## src/rtl/irrigation_timer.sv

```systemverilog
// Watering-duration timer: counts synchronised rising edges of the divided
// timebase and holds the valve open for a latched number of time units.
module irrigation_timer #(
  parameter int W        = 8,
  parameter int PRESCALE = 1
) (
  input  logic         clk,
  input  logic         rst,
  input  logic         tick_in,
  input  logic         start,
  input  logic [W-1:0] duration,
  input  logic         hold,
  input  logic         abort,
  output logic         valve,
  output logic         busy,
  output logic         done,
  output logic         aborted,
  output logic [W-1:0] remaining
);

  localparam int PCW = (PRESCALE > 1) ? $clog2(PRESCALE) : 1;
  localparam logic [PCW-1:0] PC_LAST = PCW'(PRESCALE - 1);

  typedef enum logic [1:0] {
    IDLE,
    RUN,
    PAUSE
  } state_t;

  state_t         state;
  state_t         state_next;
  logic           s1;
  logic           s2;
  logic           s3;
  logic           tick;
  logic [PCW-1:0] pc;
  logic [PCW-1:0] pc_next;
  logic [W-1:0]   remaining_next;
  logic           valve_next;
  logic           busy_next;
  logic           done_next;
  logic           aborted_next;
  logic           unit_end;
  logic           last_unit;

  // tick_in is asynchronous: two flops for metastability, a third for edge detect
  assign tick      = s2 & ~s3;
  assign unit_end  = tick && (pc == PC_LAST);
  assign last_unit = unit_end && (remaining == W'(1));

  always_ff @(posedge clk) begin
    if (rst) begin
      s1        <= 1'b0;
      s2        <= 1'b0;
      s3        <= 1'b0;
      state     <= IDLE;
      pc        <= '0;
      remaining <= '0;
      valve     <= 1'b0;
      busy      <= 1'b0;
      done      <= 1'b0;
      aborted   <= 1'b0;
    end else begin
      s1        <= tick_in;
      s2        <= s1;
      s3        <= s2;
      state     <= state_next;
      pc        <= pc_next;
      remaining <= remaining_next;
      valve     <= valve_next;
      busy      <= busy_next;
      done      <= done_next;
      aborted   <= aborted_next;
    end
  end

  always_comb begin
    state_next     = state;
    pc_next        = pc;
    remaining_next = remaining;
    valve_next     = valve;
    busy_next      = busy;
    done_next      = 1'b0;
    aborted_next   = 1'b0;

    case (state)
      IDLE: begin
        valve_next     = 1'b0;
        busy_next      = 1'b0;
        remaining_next = '0;
        pc_next        = '0;
        if (start && !abort) begin
          if (duration == '0) begin
            done_next = 1'b1;
          end else begin
            remaining_next = duration;
            busy_next      = 1'b1;
            if (hold) begin
              state_next = PAUSE;
              valve_next = 1'b0;
            end else begin
              state_next = RUN;
              valve_next = 1'b1;
            end
          end
        end
      end

      RUN: begin
        // Order of tests encodes priority: abort, completion, hold, tick
        if (abort) begin
          state_next     = IDLE;
          valve_next     = 1'b0;
          busy_next      = 1'b0;
          remaining_next = '0;
          pc_next        = '0;
          aborted_next   = 1'b1;
        end else if (last_unit) begin
          state_next     = IDLE;
          valve_next     = 1'b0;
          busy_next      = 1'b0;
          remaining_next = '0;
          pc_next        = '0;
          done_next      = 1'b1;
        end else if (hold) begin
          state_next = PAUSE;
          valve_next = 1'b0;
        end else if (tick) begin
          if (unit_end) begin
            pc_next = '0;
            if (remaining != '0) begin
              remaining_next = remaining - W'(1);
            end
          end else begin
            pc_next = pc + PCW'(1);
          end
        end
      end

      PAUSE: begin
        if (abort) begin
          state_next     = IDLE;
          valve_next     = 1'b0;
          busy_next      = 1'b0;
          remaining_next = '0;
          pc_next        = '0;
          aborted_next   = 1'b1;
        end else if (!hold) begin
          state_next = RUN;
          valve_next = 1'b1;
        end
      end

      default: begin
        state_next     = IDLE;
        valve_next     = 1'b0;
        busy_next      = 1'b0;
        remaining_next = '0;
        pc_next        = '0;
      end
    endcase
  end

endmodule
```

## config.mk

```make
export PLATFORM = sky130hd
export DESIGN_NAME = irrigation_timer
export DESIGN_NICKNAME = d
export VERILOG_FILES = /design/src/rtl/irrigation_timer.sv
export SDC_FILE = /design/constraint.sdc
export NUM_CORES = 1
export LEC_CHECK = 0
export ABC_AREA = 0
export CORE_MARGIN = 4
export CORE_UTILIZATION = 45
export DETAILED_ROUTE_END_ITERATION = 7
export GPL_ROUTABILITY_DRIVEN = 1
export PLACE_DENSITY = 0.77
export SYNTH_ARGS = -nofsm -noshare
export SYNTH_HDL_FRONTEND = slang
export SYNTH_SLANG_ARGS = --single-unit
```

## constraint.sdc

```tcl
create_clock -name clk -period 2.1 [get_ports clk]
set_clock_uncertainty 0.1 [all_clocks]
set_input_delay 0.42 -clock clk [delete_from_list [all_inputs] [get_ports clk]]
set_output_delay 0.42 -clock clk [all_outputs]
set_load 0.1 [all_outputs]
```

Yosys cells after proc, flatten, opt, wreduce, memory -nomap -nowiden:

Cells that the tools add are included.

* output and inout port bits: 12
* logic and storage cells: 89
* bits in registers: 18
* input bits: 14

* equality and inequality tests: 13
* muxes and demuxes: 46
* reduce and logical (&&, ||, !) cells: 14
* bitwise logic cells: 4
* add/subtract/negate cells: 2

Operators by type and width (number)
* $mux 8: 9
* $pmux 8 s3: 1
* $mux 1: 23
* $ne 4x4->1 const B: 5
* $mux 2: 8
* $eq 8x1->1 const B: 1
* $logic_not 8->1: 1
* $reduce_bool 8->1: 1
* $sub 8x1->8 const B: 1
* $ne 2x2->1 const B: 3
* $ne 3x3->1 const B: 2
* $pmux 1 s3: 2
* $pmux 2 s3: 1
* $reduce_and 5->1: 1
* $pmux 1 s2: 2
* $reduce_and 2->1: 2
* $reduce_and 4->1: 1
* $reduce_or 2->1: 2
* $logic_and 1x1->1: 3
* $not 1->1: 3
* $reduce_and 3->1: 1
* $eq 2x1->1 const B: 1
* $eq 2x2->1 const B: 1
* $logic_not 2->1: 1
* 3 further kinds: 3

Logic depth before layout (Yosys ltp):

Gate-level depths: netlist of run 1.

* word-level depth: 9
* mapped depth: 8
* mapped depth without buffers: 6

Worst setup path before layout of run 1:

OpenSTA, ideal clock, no wires.

* path type: register to register
* start point: register remaining[0]
* end point: register remaining[0]
* setup time: 0.086 ns
* slack: -0.508 ns
* arrival: 2.422 ns
* data required time: 1.914 ns
* clock period less this slack: 2.608 ns
* stages on the path, launching flop included: 8
* path buffers: 1
* cell sequence: dfxtp_1 inv_1 ha_1 or3b_2 o2111ai_4 and3_1 buf_6 a221oi_2

* cells in the longest elaborated chain, start to end: 8
* elaborated cells on any way between the ends: 16
* classes of those cells: add/sub (1); eq/ne (5); mux (7); reduce/logical (3)

RTL lines
* start: declaration: line 18 `output logic [W-1:0] remaining`
* start signal: assignment: line 69 `remaining <= remaining_next;`
* $sub 8x1->8: line 132 `remaining_next = remaining - W'(1);`
* $mux 8: line 131 `if (remaining != '0) begin`
* $mux 8: line 129 `if (unit_end) begin`
* $mux 8: line 128 `end else if (tick) begin`
* $mux 8: line 125 `end else if (hold) begin`
* $mux 8: line 118 `end else if (last_unit) begin`
* $mux 8: line 111 `if (abort) begin`
* $pmux 8 s3: line 86 `case (state)`

Parallel ways exist; a longest one is shown, timed or not. The select of a mux whose other input is x is not followed.
A chain may end at the register's enable or synchronous reset.

Worst setup path after layout of run 1:

* start point: register remaining[1]
* end point: register remaining[0]

* cells in the longest elaborated chain, start to end: 5
* elaborated cells on any way between the ends: 11
* classes of those cells: eq/ne (5); mux (3); reduce/logical (3)

RTL lines
* $eq 8x1->1: line 49 `assign last_unit = unit_end && (remaining == W'(1));`
* $logic_and 1x1->1: line 49
* $mux 8: line 118
* $mux 8: line 111
* $pmux 8 s3: line 86

Parallel ways exist; a longest one is shown, timed or not.

==> key figures, run 1 <==
Status
  • Status: complete, no violations

Pwr
  • Pwr/cell area: between 800 and 900 nW/µm²
  • Leak: between 0.6 and 0.7 nW
  • Peak VDD IR: approximately 0.00057 V

Timing
  • Final Setup Violations: 0
  • Tmin final: just under 2000 ps
  • Final WS setup: 113 ps
  • Setup TNS Final: 0 ps
  • RSZ-0062 raised after global routing: no
  • Fmax: a little over 0.5 GHz
  • Crit share post-route: 0.946
  • Relative slew slack: 0.731
  • Max Slew Vio Count: 0
  • Min Hold Slack: 355 ps
  • Worst slew pin tran: 402 ps
  • Final Hold Fails: 0

Layout
  • Fillers: 217
  • Share of layout cells above drive strength 1: 0.347
  • Final std cells w/o fill: 200
  • Syn-to-layout area delta: 39.3%
  • Area occupied by multi-input gates: around 770 µm²
  • Ant diodes: 0
  • Nets: 191
  • Register area: about 380 µm²

Critical path
  • FF-to-FF Start: remaining[1]
  • R2R Setup Slk: between 100 and 150 ps
  • R2R cell count: 7
  • CP top delay family: compound AO/OA/AOI/OAI gates
  • CP Max Fanout: 8
  • CP Capture Type: flip-flop
  • Worst Path Class, Setup: flip-flop to flip-flop
  • CP arrival: between 2000 and 2500 ps
  • Worst Path Required: approximately 2200 ps
  • Crit-path max cell delay: ~410 ps
  • Worst-path cell chain: inv_1 > ha_1 > or3b_4 > o2111ai_4 > buf_4 > a32oi_1 > a221oi_2
  • WP buf/inv: 2
  • CP max stage cell: or3b_4
  • Worst r2r dst: remaining[0]
  • Worst setup SP type: flip-flop

Clocking
  • Clk root buf: clkbuf_4
  • Sinks on Clock Net: 18
  • Clk_lat worst skew: 300 ps
  • CTS tree: yes
  • Max Root-Sink Buffers: 2
  • TritonCTS buffer count: 3
  • Clk pin slew, worst setup/hold paths: ~110 ps
  • H-tree levels: 1

Placed design
  • Dpl ws: -189 ps
  • GP Congestion: 0.876
  • DP HPWL: about 2500 µm
  • I/O Buffers: 25
  • Placed Instances: just under 200

Routing
  • DR vias/cell: approximately 6.1
  • Post-DRT Antenna Nets: 0
  • Drt pass-1 iters: 5
  • Drt wl/cell: 16.5 µm
  • Initial drt markers: 53
  • Wirelength, routed: roughly 3300 µm
  • Via count: 1224
  • DRC violation count after routing: 0

Global route
  • Met1 GRT Util: 0.263
  • Largest net degree at the start of global routing: 18
  • GR Overflow Total: 0
  • Routing usage on met3: 0.0283
  • Grt peak-use layer: met2
  • First-pass GRT wire length: between 5000 and 6000 µm
  • GR Layer Usage met2: 0.334
  • Initial antenna violation count: 0
  • GR Util All Layers: 0.201
  • Vias in the first global route: roughly 1200

Synthesis
  • Post-synth EDFFs: 0
  • Synth Flop Type: dfxtp_1
  • YS warnings: 0
  • Yosys top cell by area: dfxtp_1
  • Mapped Avg Cell Area: 9.35 µm²
  • Synth async-reset ratio: 0
  • Yosys top cell area share: 0.306
  • Synthesized Nets: 146
  • Dominant cells by area after synthesis: dfxtp_1 31%, a32oi_1 7.4%, ha_1 6.4%, o32ai_1 3.7%, nor2b_1 3.2%
  • Seq cells post-synth: 18
  • Most frequent cell after synthesis: dfxtp_1
  • Cell area after synthesis: 1180 µm²
  • Post-synthesis cell type count: 46
  • Sequential share of the synthesized area: 0.306
  • Synth cell count leaders: 18 x dfxtp_1, 10 x a32oi_1, 9 x nand2_1
  • Post-Synthesis Cells: between 100 and 150

Floorplan
  • Starting Density: 0.476
  • Die width: between 50 and 60 µm
  • Row cnt: 18
  • Die area: about 3500 µm²
  • I/O Pins: 26
  • Core area: 2480 µm²
  • Die Ht: between 50 and 60 µm

Min path
  • Hold-critical path depth: 1
  • Worst Hold Class: flip-flop to flip-flop
  • Worst Hold End: s2
  • Hold Startpoint: s1

Run
  • Max-Cap Viols: 0
-- worst reg2reg max path, stage by stage, from the launching register on --
cell	delay, ps
dfxtp_4	370
inv_1	90
ha_1	180
or3b_4	410
o2111ai_4	200
buf_4	200
a32oi_1	110
a221oi_2	240
-- sequential cells by signal, indices dropped and copies added, names as in the netlist --
signal	count
s3	1
pc	1
remaining	8
s1	1
state	2
aborted	1
s2	1
busy	1
valve	1
done	1
-- metrics by stage --
step	total power, mW	utilization	cell area [µm²]
after floorplan	0.917	-	1200
after global placement	1.10	0.647	1600
after detailed placement	1.12	0.647	1600
after CTS	1.34	0.662	1640
after global routing	1.40	0.663	1640
final	1.33	0.663	1640
-- worst max-delay path by stage --
stage / cells after the start / endpoint / start / slack [ps]
6_report: 7 / remaining[0] / remaining[1] / 110
2_1_floorplan: 5 / state[0] / remaining[0] / 20
4_1_cts: 6 / remaining[4] / remaining[1] / 40
3_5_place_dp: 5 / state[0] / duration[5] / -190
5_1_grt: 7 / remaining[6] / remaining[1] / 40
3_3_place_gp: 5 / state[0] / duration[4] / -160
-- metal layers --
| layer | vias up | wire length (µm) |
|---|---|---|
| met1 | 583 | 1410 |
| met5 | - | 0 |
| li1 | 584 | - |
| met2 | 51 | 1650 |
| met3 | 6 | 189 |
| met4 | 0 | 49 |
-- layout by cell type (no fill, tap or decap), drive strengths merged, types with 3 or more instances in the layout --
cell	instances
nor2b	6
nor4	3
o21ai	5
nor2	8
inv	6
o32ai	6
nor3b	4
buf	33
a21oi	4
or4	3
a32oi	10
nand2	9
dfxtp	18
clkbuf	4
clkdlybuf4s50	13
a22oi	3
ha	6
nand2b	3
-- cell families (layout without fill, tap and decap cells) --
group | Yosys count | in the layout | synth area share
mux | 1 | 1 | 0.00955
fa+ha+maj | 6 | 6 | 0.0637
compound gates | 42 | 42 | 0.307
buf+inv | 12 | 56 | 0.0467
simple gates | 46 | 46 | 0.260
xor+xnor | 1 | 1 | 0.00743
flops | 18 | 18 | 0.306
-- power by group --
group	switching (mW)	leakage, nW	internal [mW]
logic	0.420	0.464	0.270
clock network	0.110	0.0210	0.106
registers	0.0477	0.151	0.381
total	0.577	0.636	0.757
-- area by class of cell --
class,count,share of cell area
Clock buffer,4,0.0221
Inverter,6,0.0137
Multi-Input combinational cell,96,0.467
Sequential cell,18,0.229
Tap cell,30,0.0229
Timing Repair Buffer,46,0.245
-- what timing repair did --
| action | in CTS | in global routing |
|---|---|---|
| resized for setup | 0 | 1 |
| setup endpoints to repair | 0 | 7 |
| buffers inserted | 0 | 0 |
| hold buffers | 0 | 0 |
Note: power is estimated with default switching activity, not from simulation.
==> run 2: changes to the inputs <==
- CORE_ASPECT_RATIO: unset -> 2
- RECOVER_POWER: unset -> 25
==> key figures, run 2 (synthesis results as in run 1) <==
Status
  • Status: complete, no violations

Critical path
  • CP max stage cell: or4_1
  • CP Max Fanout: 2 (-6)
  • Worst Setup EP: state[0]
  • CP Capture Type: flip-flop
  • R2R Setup Slk: 130 ps (+20 ps)
  • Worst r2r dst: remaining[0]
  • CP arrival: 2060 ps (-40 ps)
  • Crit-path max cell delay: 590 ps (+180 ps)
  • Worst Path Class, Setup: input port to flip-flop
  • R2R cell count: 7 (unchanged)
  • Crit path from: duration[0]
  • Worst Path Required: 2150 ps (-60 ps)
  • FF-to-FF Start: remaining[1]
  • Worst-path cell chain: clkdlybuf4s50_1 > or4_1 > o21ai_1 > a221oi_2 > mux2_1
  • Worst setup SP type: input port

Clocking
  • TritonCTS buffer count: 3 (unchanged)
  • Max Root-Sink Buffers: 2 (unchanged)
  • Clk pin slew, worst setup/hold paths: 70 ps (-40 ps)
  • # hold bufs at CTS: 0 (unchanged)
  • Clk_lat worst skew: 260 ps (-40 ps)
  • Clk root buf: clkbuf_8
  • Post-CTS Setup Repair Bufs: 0 (unchanged)
  • H-tree levels: 1 (unchanged)
  • Sinks on Clock Net: 18 (unchanged)
  • CTS tree: yes

Layout
  • Largest register by flop count: remaining
  • Syn-to-layout area delta: 45.5%
  • Biggest regs: remaining (8), state (2)
  • Nets: 197 (+3.1%)
  • Fillers: 217 (unchanged)
  • Share of layout cells above drive strength 1: 0.352 (+0.00521)
  • Register area: 375 µm² (unchanged)
  • Max FFs per register: 8 (unchanged)
  • Finished Core Util: 0.676 (+0.0134)
  • Leading cell type in the layout, fill and taps excluded: buf_4
  • Commonest cells after routing, fill and taps aside: 29 x buf_4, 12 x clkdlybuf4s50_1, 10 x a32oi_1, 10 x dfxtp_1, 9 x nand2_1
  • Area occupied by multi-input gates: 767 µm² (unchanged)
  • Ant diodes: 0 (unchanged)

Pwr
  • Leak: 0.666 nW (+4.8%)
  • Peak VDD IR: 0.000447 V (-21%)
  • Pwr/cell area: 823 nW/µm² (+1.3%)
  • Tot Pwr: 1.41 mW (+5.8%)

Timing
  • Crit share post-route: 0.960 (+0.0136)
  • Fmax: 0.496 GHz (-1.4%)
  • Tmin final: 2020 ps (+28.5 ps)
  • Worst slew pin tran: 548 ps (+145 ps)
  • Min Hold Slack: 349 ps (-6.72 ps)
  • Relative slew slack: 0.636 (-0.0950)
  • Setup TNS Final: 0 ps (unchanged)
  • Final Hold Fails: 0 (unchanged)
  • Max Slew Vio Count: 0 (unchanged)
  • Final WS setup: 84.4 ps (-28.5 ps)
  • RSZ-0062 raised after global routing: no
  • Final Setup Violations: 0 (unchanged)

Floorplan
  • Die area: 3550 µm² (+1.4%)
  • Die Ht: 80.4 µm (+36%)
  • Core area: 2540 µm² (+2.4%)
  • Starting Density: 0.464 (-0.0113)
  • Die width: 44.2 µm (-25%)
  • I/O Pins: 26 (unchanged)
  • Row cnt: 26 (+8)

Min path
  • Worst Hold Class: flip-flop to flip-flop

Routing
  • Drt pass-1 iters: 4 (-1)
  • Initial drt markers: 58 (+9.4%)
  • Drt wl/cell: 17.4 µm (+5.5%)
  • Wirelength, routed: 3550 µm (+7.6%)
  • Post-DRT Antenna Nets: 0 (unchanged)
  • DRC violation count after routing: 0 (unchanged)
  • Via count: 1305 (+6.6%)
  • DR vias/cell: 6.40 (+4.5%)

Global route
  • First-pass GRT wire length: 5550 µm (+1.6%)
  • Vias in the first global route: 1263 (+8.9%)
  • Initial antenna violation count: 0 (unchanged)
  • GR Overflow Total: 0 (unchanged)
  • Largest net degree at the start of global routing: 11 (-7)
  • GR Util All Layers: 0.210 (+0.00987)

Placed design
  • DP HPWL: 2780 µm (+13%)
  • I/O Buffers: 25 (unchanged)
  • GP Congestion: 0.886 (+1.1%)
  • Dpl ws: -180 ps (+8.54 ps)

Run
  • Max-Cap Viols: 0 (unchanged)
run 2: report_power, final:
group / switching (mW) / internal (mW)
Clock: 0.126 / 0.130
Combinational: 0.435 / 0.290
Sequential: 0.0501 / 0.381
Total: 0.611 / 0.801
run 2: area by class of cell:
class	count	share of cell area
clock buffers	3	0.0241
well taps	28	0.0204
clock inverters	1	0.00219
flip-flops and latches	18	0.219
repair buffers	52	0.274
multi-input cells	96	0.447
inverters	6	0.0131
run 2: repair_timing:
item                                    4_1_cts  5_1_grt
endpoints found under the setup margin        0        5
hold endpoints to repair                      0        0
resized for setup                             0        1
run 2: worst min-delay path by stage:
stage | startpoint | endpoint | slack [ps] | cells past startpoint
5_1_grt | s1 | s2 | 370 | 1
3_3_place_gp | s1 | s2 | 340 | 1
6_report | s1 | s2 | 350 | 1
4_1_cts | s1 | s2 | 360 | 1
2_1_floorplan | s1 | s2 | 310 | 1
3_5_place_dp | s1 | s2 | 330 | 1
run 2: routing by layer:
layer	global-route usage	wire length [µm]
met1	0.190	1120
met5	0	0
met2	0.402	2040
met3	0.0314	254
met4	0.136	127
run 2: critical path, delay by kind of cell:
| family | cells | cell delay [ps] |
|---|---|---|
| AOI/OAI and AO/OA | 2 | 310 |
| buffers and inverters | 1 | 430 |
| muxes | 1 | 310 |
| and+or+nand+nor | 1 | 590 |
run 2: through the flow:
stage                     std cells  area [µm²]
after floorplan                 126        1200
after global placement          200        1680
after detailed placement        200        1680
after CTS                       204        1730
after global routing            204        1720
final                           204        1720
==> run 3: changes to the inputs <==
- GPL_TIMING_DRIVEN: unset -> 0
==> key figures, run 3 (synthesis results as in run 1) <==
Global route
  • Vias in the first global route: 1212 (-4.0%)
  • Initial antenna violation count: 0 (unchanged)
  • GR Overflow Total: 0 (unchanged)
  • First-pass GRT wire length: 5510 µm (-0.74%)
  • Largest net degree at the start of global routing: 11 (unchanged)
  • GR Util All Layers: 0.206 (-0.00489)

Clocking
  • Clk_lat worst skew: 260 ps (about the same)
  • Max Root-Sink Buffers: 2 (unchanged)
  • # hold bufs at CTS: 0 (unchanged)
  • CTS tree: yes
  • Sinks on Clock Net: 18 (unchanged)
  • H-tree levels: 1 (unchanged)
  • Clk root buf: clkbuf_8
  • TritonCTS buffer count: 3 (unchanged)
  • Clk pin slew, worst setup/hold paths: 70 ps (about the same)

Layout
  • Syn-to-layout area delta: 37.0%
  • Nets: 183 (-7.1%)
  • Register area: 375 µm² (unchanged)
  • Biggest regs: remaining (8), state (2)
  • Fillers: 222 (+2.3%)
  • Largest register by flop count: remaining
  • Leading cell type in the layout, fill and taps excluded: clkdlybuf4s50_1
  • Final std cells w/o fill: 190 (-6.9%)
  • Max FFs per register: 8 (unchanged)
  • Share of layout cells above drive strength 1: 0.265 (-0.0868)
  • Commonest cells after routing, fill and taps aside: 11 x clkdlybuf4s50_1, 10 x buf_4, 10 x dfxtp_1
  • Area occupied by multi-input gates: 812 µm² (+5.9%)
  • Ant diodes: 0 (unchanged)

Timing
  • Worst slew pin tran: 997 ps (+449 ps)
  • Fmax: 0.484 GHz (-2.4%)
  • Final WS setup: 33.8 ps (-50.6 ps)
  • Relative slew slack: 0.329 (-0.307)
  • Max Slew Vio Count: 0 (unchanged)
  • Crit share post-route: 0.984 (+0.0241)
  • Final Hold Fails: 0 (unchanged)
  • Tmin final: 2070 ps (+50.6 ps)
  • Final Setup Violations: 0 (unchanged)
  • Min Hold Slack: 359 ps (+9.93 ps)

Routing
  • DR vias/cell: 6.53 (+2.0%)
  • Post-DRT Antenna Nets: 0 (unchanged)
  • Drt pass-1 iters: 4 (unchanged)
  • Initial drt markers: 98 (+69%)
  • DRC violation count after routing: 0 (unchanged)
  • Via count: 1240 (-5.0%)
  • Drt wl/cell: 18.6 µm (+7.1%)
  • Wirelength, routed: 3540 µm (-0.25%)

Run
  • Max-Cap Viols: 0 (unchanged)

Placed design
  • GP Congestion: 0.860 (-2.9%)
  • DP HPWL: 2500 µm (-10%)
  • I/O Buffers: 24 (-4.0%)
  • Dpl ws: -382 ps (-201 ps)
  • Placed Instances: 178 (-11%)

Critical path
  • CP top delay family: buffers and inverters
  • Worst Path Class, Setup: flip-flop to output pin
  • CP arrival: 1550 ps (-510 ps)
  • WP buf/inv: 1 (unchanged)
  • Crit-path max cell delay: 850 ps (+260 ps)
  • CP max stage cell: clkdlybuf4s15_1
  • CP Capture Type: output pin
  • Worst Path Required: 1580 ps (-570 ps)
  • Worst setup SP type: flip-flop
  • Worst-path cell chain: clkdlybuf4s15_1
  • CP Max Fanout: 8 (+6)

Floorplan
  • Die Ht: 80.4 µm (unchanged)
  • Core area: 2540 µm² (unchanged)
  • Row cnt: 26 (unchanged)
  • I/O Pins: 26 (unchanged)
  • Die area: 3550 µm² (unchanged)
  • Starting Density: 0.464 (unchanged)
  • Die width: 44.2 µm (unchanged)

Min path
  • Worst Hold Class: flip-flop to flip-flop

Pwr
  • Pwr/cell area: 847 nW/µm² (+2.9%)
  • Leak: 0.616 nW (-7.6%)
  • Peak VDD IR: 0.000450 V (+0.71%)

Status
  • Status: complete, no violations
-- run 3: worst paths after layout --
kind,from,to,slack [ps],cells past startpoint
max,remaining[4],remaining[4],30,1
min,s1,s2,360,1
max reg2reg,remaining[1],remaining[6],70,7
min reg2reg,s1,s2,360,1
-- run 3: layout make-up --
type | instances | share of cell area
multi-input cells | 96 | 0.503
flip-flops and latches | 18 | 0.232
repair buffers | 33 | 0.180
clock buffers | 3 | 0.0256
well taps | 28 | 0.0217
plain buffers | 5 | 0.0209
inverters | 6 | 0.0139
clock inverters | 1 | 0.00232
-- run 3: where the power goes --
group          switching [mW]  internal [mW]
sequential             0.0455          0.381
combinational           0.440          0.240
clock                   0.132          0.131
-- run 3: per-stage QoR --
stage / utilization / area, µm² / TNS [ps] / total power, mW
after floorplan: - / 1200 / 0 / 0.917
after global placement: 0.580 / 1470 / -3710 / 1.06
after detailed placement: 0.580 / 1470 / -3930 / 1.07
after CTS: 0.615 / 1560 / 0 / 1.34
after global routing: 0.637 / 1620 / -21.7 / 1.42
final: 0.637 / 1620 / 0 / 1.37
-- run 3: layer usage --
layer  vias to the layer above  part of all wire  global-route usage
met5                         -                 0                   0
met4                         0             0.041               0.121
met3                        22             0.065              0.0336
met2                        74              0.55               0.383
met1                       577              0.35               0.198
li1                        567                 -                   -
-- run 3: what timing repair did --
item	4_1_cts	5_1_grt
resized for setup	18	9
pin swaps	0	1
gates cloned	0	0
hold endpoints to repair	0	0
setup buffers	4	5
endpoints found under the setup margin	23	12
